==> config.mk <==
export PLATFORM = sky130hd
export DESIGN_NAME = dynamixel_status_parser_flat
export DESIGN_NICKNAME = d
export VERILOG_FILES = /design/src/rtl/dynamixel_status_parser_if.sv /design/src/rtl/dynamixel_status_parser.sv /design/src/flat_wrapper.sv
export SDC_FILE = /design/constraint.sdc
export NUM_CORES = 1
export LEC_CHECK = 0
export ABC_AREA = 1
export CAP_MARGIN = 40
export CORE_UTILIZATION = 50
export DETAILED_ROUTE_END_ITERATION = 6
export PLACE_DENSITY_LB_ADDON = 0.3
export SYNTH_ARGS = -nofsm -noshare
export SYNTH_HDL_FRONTEND = slang
export SYNTH_SLANG_ARGS = --single-unit
==> constraint.sdc <==
create_clock -name clk_i -period 4.9 [get_ports clk_i]
set_clock_uncertainty 0.15 [all_clocks]
set_input_delay 0.49 -clock clk_i [delete_from_list [all_inputs] [get_ports clk_i]]
set_output_delay 0.49 -clock clk_i [all_outputs]
set_load 0.03 [all_outputs]
==> src/rtl/dynamixel_status_parser_if.sv <==
// Byte-stream, arm and result signals of the Dynamixel status packet parser.
interface dynamixel_status_parser_if;
    logic        arm;
    logic [7:0]  expected_id;
    logic        rx_valid;
    logic [7:0]  rx_data;
    logic        busy;
    logic        done;
    logic        ok;
    logic [2:0]  err_code;
    logic [7:0]  status_id;
    logic [7:0]  status_len;
    logic [7:0]  status_error;
    logic [31:0] params;

    modport master (
        output arm, expected_id, rx_valid, rx_data,
        input  busy, done, ok, err_code, status_id, status_len, status_error, params
    );

    modport slave (
        input  arm, expected_id, rx_valid, rx_data,
        output busy, done, ok, err_code, status_id, status_len, status_error, params
    );
endinterface

==> src/rtl/dynamixel_status_parser.sv <==
// Dynamixel status packet parser: header resync, field capture, checksum,
// responder ID check and whole-packet timeout. Results held until next arm.
module dynamixel_status_parser #(
    parameter int unsigned TIMEOUT_CYCLES = 500000,
    parameter int unsigned MAX_PARAMS     = 4
) (
    input  logic                      clk_i,
    input  logic                      reset_ni,
    dynamixel_status_parser_if.slave  bus
);
    localparam int unsigned TW = $clog2(TIMEOUT_CYCLES + 1);

    typedef enum logic [3:0] {
        IDLE, HDR1, HDR2, GET_ID, GET_LEN, GET_ERR, GET_PARAM, GET_CHK, FINISH
    } state_t;

    state_t      state_q;
    logic [TW-1:0] tmo_q;
    logic [1:0]  idx_q;
    logic [7:0]  sum_q;
    logic [7:0]  exp_id_q;
    logic        busy_q;
    logic        done_q;
    logic        ok_q;
    logic [2:0]  err_q;
    logic [7:0]  id_q;
    logic [7:0]  len_q;
    logic [7:0]  errb_q;
    logic [31:0] params_q;

    logic [TW-1:0] tmo_d;
    logic        tmo_hit;
    logic [7:0]  sum_d;
    logic [7:0]  nparam;
    logic        len_bad;
    logic        last_param;

    // Next counter/sum values and field-derived decisions.
    always_comb begin
        tmo_d      = tmo_q + 1'b1;
        tmo_hit    = (tmo_d == TW'(TIMEOUT_CYCLES));
        sum_d      = sum_q + bus.rx_data;
        nparam     = len_q - 8'd2;
        len_bad    = (bus.rx_data < 8'd2) || (bus.rx_data > 8'(MAX_PARAMS + 2));
        last_param = (({6'd0, idx_q} + 8'd1) == nparam);
    end

    // Packet FSM with registered outputs; arm restarts from any state.
    always_ff @(posedge clk_i or negedge reset_ni) begin
        if (!reset_ni) begin
            state_q  <= IDLE;
            tmo_q    <= '0;
            idx_q    <= '0;
            sum_q    <= '0;
            exp_id_q <= '0;
            busy_q   <= 1'b0;
            done_q   <= 1'b0;
            ok_q     <= 1'b0;
            err_q    <= '0;
            id_q     <= '0;
            len_q    <= '0;
            errb_q   <= '0;
            params_q <= '0;
        end else if (bus.arm) begin
            state_q  <= HDR1;
            exp_id_q <= bus.expected_id;
            tmo_q    <= '0;
            idx_q    <= '0;
            sum_q    <= '0;
            busy_q   <= 1'b1;
            done_q   <= 1'b0;
            ok_q     <= 1'b0;
            err_q    <= '0;
            id_q     <= '0;
            len_q    <= '0;
            errb_q   <= '0;
            params_q <= '0;
        end else begin
            done_q <= 1'b0;
            if (state_q != IDLE) tmo_q <= tmo_d;
            if (state_q == FINISH) begin
                state_q <= IDLE;
            end else if (state_q != IDLE) begin
                // Terminal count takes precedence over a byte in the same cycle.
                if (tmo_hit) begin
                    state_q <= FINISH;
                    done_q  <= 1'b1;
                    busy_q  <= 1'b0;
                    err_q   <= 3'd1;
                end else if (bus.rx_valid) begin
                    case (state_q)
                        HDR1: if (bus.rx_data == 8'hFF) state_q <= HDR2;
                        HDR2: state_q <= (bus.rx_data == 8'hFF) ? GET_ID : HDR1;
                        GET_ID: begin
                            if (bus.rx_data != 8'hFF) begin
                                id_q    <= bus.rx_data;
                                sum_q   <= bus.rx_data;
                                state_q <= GET_LEN;
                            end
                        end
                        GET_LEN: begin
                            len_q <= bus.rx_data;
                            sum_q <= sum_d;
                            if (len_bad) begin
                                state_q <= FINISH;
                                done_q  <= 1'b1;
                                busy_q  <= 1'b0;
                                err_q   <= 3'd4;
                            end else begin
                                state_q <= GET_ERR;
                            end
                        end
                        GET_ERR: begin
                            errb_q  <= bus.rx_data;
                            sum_q   <= sum_d;
                            state_q <= (nparam == 8'd0) ? GET_CHK : GET_PARAM;
                        end
                        GET_PARAM: begin
                            params_q[{idx_q, 3'b000} +: 8] <= bus.rx_data;
                            sum_q <= sum_d;
                            idx_q <= idx_q + 1'b1;
                            if (last_param) state_q <= GET_CHK;
                        end
                        GET_CHK: begin
                            state_q <= FINISH;
                            done_q  <= 1'b1;
                            busy_q  <= 1'b0;
                            if (bus.rx_data != ~sum_q) begin
                                err_q <= 3'd2;
                            end else if (id_q != exp_id_q) begin
                                err_q <= 3'd3;
                            end else begin
                                ok_q  <= 1'b1;
                                err_q <= 3'd0;
                            end
                        end
                        default: ;
                    endcase
                end
            end
        end
    end

    assign bus.busy         = busy_q;
    assign bus.done         = done_q;
    assign bus.ok           = ok_q;
    assign bus.err_code     = err_q;
    assign bus.status_id    = id_q;
    assign bus.status_len   = len_q;
    assign bus.status_error = errb_q;
    assign bus.params       = params_q;
endmodule

==> src/flat_wrapper.sv <==
// flat-port wrapper written by rule: the top's interface ports become plain ports
module dynamixel_status_parser_flat 
#(
    parameter int unsigned TIMEOUT_CYCLES = 500000,
    parameter int unsigned MAX_PARAMS     = 4
)
  (clk_i, reset_ni, bus_arm, bus_expected_id, bus_rx_valid, bus_rx_data, bus_busy, bus_done, bus_ok, bus_err_code, bus_status_id, bus_status_len, bus_status_error, bus_params);
  dynamixel_status_parser_if bus_i ();
  input  logic clk_i;
  input  logic reset_ni;
  input wire logic [$bits(bus_i.arm)-1:0] bus_arm;
  input wire logic [$bits(bus_i.expected_id)-1:0] bus_expected_id;
  input wire logic [$bits(bus_i.rx_valid)-1:0] bus_rx_valid;
  input wire logic [$bits(bus_i.rx_data)-1:0] bus_rx_data;
  output wire logic [$bits(bus_i.busy)-1:0] bus_busy;
  output wire logic [$bits(bus_i.done)-1:0] bus_done;
  output wire logic [$bits(bus_i.ok)-1:0] bus_ok;
  output wire logic [$bits(bus_i.err_code)-1:0] bus_err_code;
  output wire logic [$bits(bus_i.status_id)-1:0] bus_status_id;
  output wire logic [$bits(bus_i.status_len)-1:0] bus_status_len;
  output wire logic [$bits(bus_i.status_error)-1:0] bus_status_error;
  output wire logic [$bits(bus_i.params)-1:0] bus_params;
  assign bus_i.arm = bus_arm;
  assign bus_i.expected_id = bus_expected_id;
  assign bus_i.rx_valid = bus_rx_valid;
  assign bus_i.rx_data = bus_rx_data;
  assign bus_busy = bus_i.busy;
  assign bus_done = bus_i.done;
  assign bus_ok = bus_i.ok;
  assign bus_err_code = bus_i.err_code;
  assign bus_status_id = bus_i.status_id;
  assign bus_status_len = bus_i.status_len;
  assign bus_status_error = bus_i.status_error;
  assign bus_params = bus_i.params;
  dynamixel_status_parser #(.TIMEOUT_CYCLES(TIMEOUT_CYCLES), .MAX_PARAMS(MAX_PARAMS)) u_core (.clk_i(clk_i), .reset_ni(reset_ni), .bus(bus_i));
endmodule
==> results.ini <==
[outcome]
run_status=complete, but fails checks
failed_checks=design-rule violations

[timing]
setup_total_negative_slack_ps=0
final_period_minus_worst_setup_slack_ps=2740
postLayoutSetupSlackWorst_ps=2160
finalSetupViolations=0
fmaxAchievable_ghz=0.365
tightest_slew_ps=843
drv_slew=0
post-route-period-util_pct=56.0
slew_headroom_pct=43.4
grt_setup_unrepaired=false
timing_hold_violations_final=0

[grt]
grt_remaining_overflow=0
grt_antenna_before_repair=0
grt_pass1_vias=5152
largest_net_degree_at_the_start_of_global_routing=64
met3_usage_pct=4.54
met1_track_demand_over_resource_pct=36.0
grt.total_usage_pct=24.8
top_usage_layer=met2
globalRouteMet2Util_pct=37.6
grt_first_pass_wirelength_mm=24.8

[yosys]
netlist_instances=815
mappedNetlistNets=850
synth_area_um2=6050
yosys_warnings=0
synth_flop_cell=dfrtp_1
mean_instance_size_in_the_synthesized_netlist_um2=7.43
synth_area_leader_cell=dfrtp_1
ys_ff_latch=103
synth_top_area_share_pct=42.6
synth_area_leaders=dfrtp_1 43%, nand2_1 17%, inv_1 5.3%, nor2_1 4.8%, o21ai_0 4.3%
yosys.cell_types.count=37
seq_area_frac_synth_pct=42.6
asyncSetResetFlopFracSynth_pct=100
number_of_flops_mapped_to_enable_cells_by_yosys=0

[cts]
h_tree_levels=3
insertion_delay_ps=350
holdBufCountCts=0
clk_transition_reported_paths_ps=70
cts.repair.resized=0
cts_max_path_buffers=2
cts_inserted_buffers=9
cts-root-buf=clkbuf_16
cts.sinks=103
cts_post_setup_buffers_inserted=0
cts_tree=done

[place]
numPortBuffers=81
dp_slack_ps=2050
finalWeightedCongestion=0.910
dpl.hpwl_mm=10.9

[setup_path]
critical-path-max-stage-delay_ps=430
setup.reg_to_reg.worst_slack_ps=2160
worstPathMaxFanout=14
end_kind=flop
critical_path.reg2reg.startpoint=u_core.tmo_q[1]
worst_setup_sp_type=flop
cpMaxStageDelayCell=dfrtp_1
worst-endpoint-required_ps=4980
criticalPathCategory=flop to flop
crit_chain=ha_1 > nand2_2 > nor2_8 > nand2_2 > nor2_2 > nand3_1 > nand2_1 > nand3_1 > nor2_2 > nand3_2 > nand2_2 > inv_1 > nand2_1 > o21ai_0
critical-path-top-cell-by-count=nand2_2
reg2reg_to=u_core.sum_q[5]
timing.reg2reg.worst_path_depth=14
cp_arrival_ps=2820

[route]
drt-total-wl_mm=14.5
drt_pre_antenna_iters=7
drc_errors_left=6
drt_iter0_drc=387
detail-route-antenna-nets=0
routedWlPerCell_um=13.9
route.detailed.vias_per_inst=5.25
vias_after_detailed_routing=5480

[worst_hold_path]
min_path_type=input pin to asynchronous set/reset pin

[die]
rows=39
num_io_pins=82
die_w_um=112
floorplan_core_area_um2=11600
start_util_pct=52.1
floorplan.die_area_um2=12600
die_h_um=112

[pwr]
vdd_drop_max_mv=0.205
cellLeakagePower_uw=0.00343
total_power_after_layout_uw=2940
cellPowerDensity_nw_per_um2=405

[finish]
insertedDiodeCount=0
area_delta_synth_final_pct=20.0
layout.cells.most_common_list=280 x nand2_1, 103 x dfrtp_1, 86 x inv_1
final_common_cell=nand2_1
finish.net_count=930
drive_above_1_share_pct=6.56

[run]
cap_viol_max_count=0

[power breakdown]
| group | total (uW) | internal, uW | switching, uW | leakage [uW] |
|---|---|---|---|---|
| Combinational | 1130 | 416 | 715 | 0.00192 |
| Clock | 688 | 352 | 335 | 0.000128 |
| Sequential | 1130 | 991 | 136 | 0.00138 |
[cell type report]
class,count,area [um^2]
Inverter,87,327
Sequential cell,103,2580
Multi-Input combinational cell,610,3060
Clock inverter,6,51.3
Tap cell,143,179
Timing Repair Buffer,84,846
Fill cell,1019,4350
Clock buffer,10,229
[worst max path at each step]
stage	startpoint	endpoint	slack [ps]	cells past startpoint
after floorplan	u_core.tmo_q[1]	u_core.bus.busy	2560	14
after global placement	bus_rx_data[0]	u_core.sum_q[6]	2100	11
after detailed placement	bus_rx_data[0]	u_core.sum_q[6]	2050	11
after CTS	u_core.tmo_q[1]	u_core.sum_q[5]	2200	14
after global routing	u_core.tmo_q[1]	u_core.sum_q[5]	1880	14
final	u_core.tmo_q[1]	u_core.sum_q[5]	2160	14
[per-stage QoR]
| stage | hold slack [ps] | area, um^2 | std cells | util (%) |
|---|---|---|---|---|
| finish | 74.0 | 7270 | 1043 | 62.6 |
| global route | 165 | 7270 | 1043 | 62.6 |
| CTS | 102 | 7270 | 1043 | 62.6 |
| detailed placement | 315 | 6990 | 1027 | 60.1 |
| global placement | 305 | 6960 | 1026 | 59.9 |
| floorplan | 44.4 | 6050 | 815 | - |
[layer usage]
| metal | up-vias | wire length (um) |
|---|---|---|
| met3 | 13 | 985 |
| met2 | 181 | 6250 |
| li1 | 2792 | - |
| met4 | 0 | 227 |
| met5 | - | 0 |
| met1 | 2494 | 6990 |
[worst max-delay path: cells and delay by family, from the launching register on]
kind | cells | cell delay, ps
flops | 1 | 430
compound gates | 1 | 80
fa+ha+maj | 1 | 320
simple gates | 11 | 1550
buf+inv | 1 | 80
[registers in the layout, indices dropped and copies added, names as in the netlist, 2 cells and up]
signal                   count
u_core.bus.err_code          3
u_core.bus.params           32
u_core.bus.status_error      8
u_core.bus.status_id         8
u_core.bus.status_len        8
u_core.exp_id_q              8
u_core.idx_q                 2
u_core.state_q               4
u_core.sum_q                 8
u_core.tmo_q                19
[logic make-up (layout without fill, tap and decap cells)]
group	after synthesis	count (layout)	synth area share (%)
AND/OR/NAND/NOR	465	465	34.4
AO/OA/AOI/OAI	112	112	10.3
flip-flops	103	103	42.6
buffers and inverters	102	187	6.94
XOR/XNOR	18	18	2.60
adder cells (fa/ha/maj)	15	15	3.22
[cell usage after synthesis (2+ instances only)]
cell type and instances:
a21boi_0 2, a21oi_1 16, buf_1 2, buf_6 5, clkbuf_1 8, dfrtp_1 103, ha_1 14, inv_1 86
nand2_1 280, nand2_2 8, nand2_4 4, nand3_1 40, nand3_2 3, nand4_1 17, nor2_1 78, nor2_2 8
nor2_4 8, nor2_8 2, nor3_1 9, nor4_1 4, o211ai_1 4, o21ai_0 52, o21ai_1 15, o21ai_2 3
o22ai_1 16, xnor2_1 5, xor2_1 13
Power figures use the tool's default switching activity.
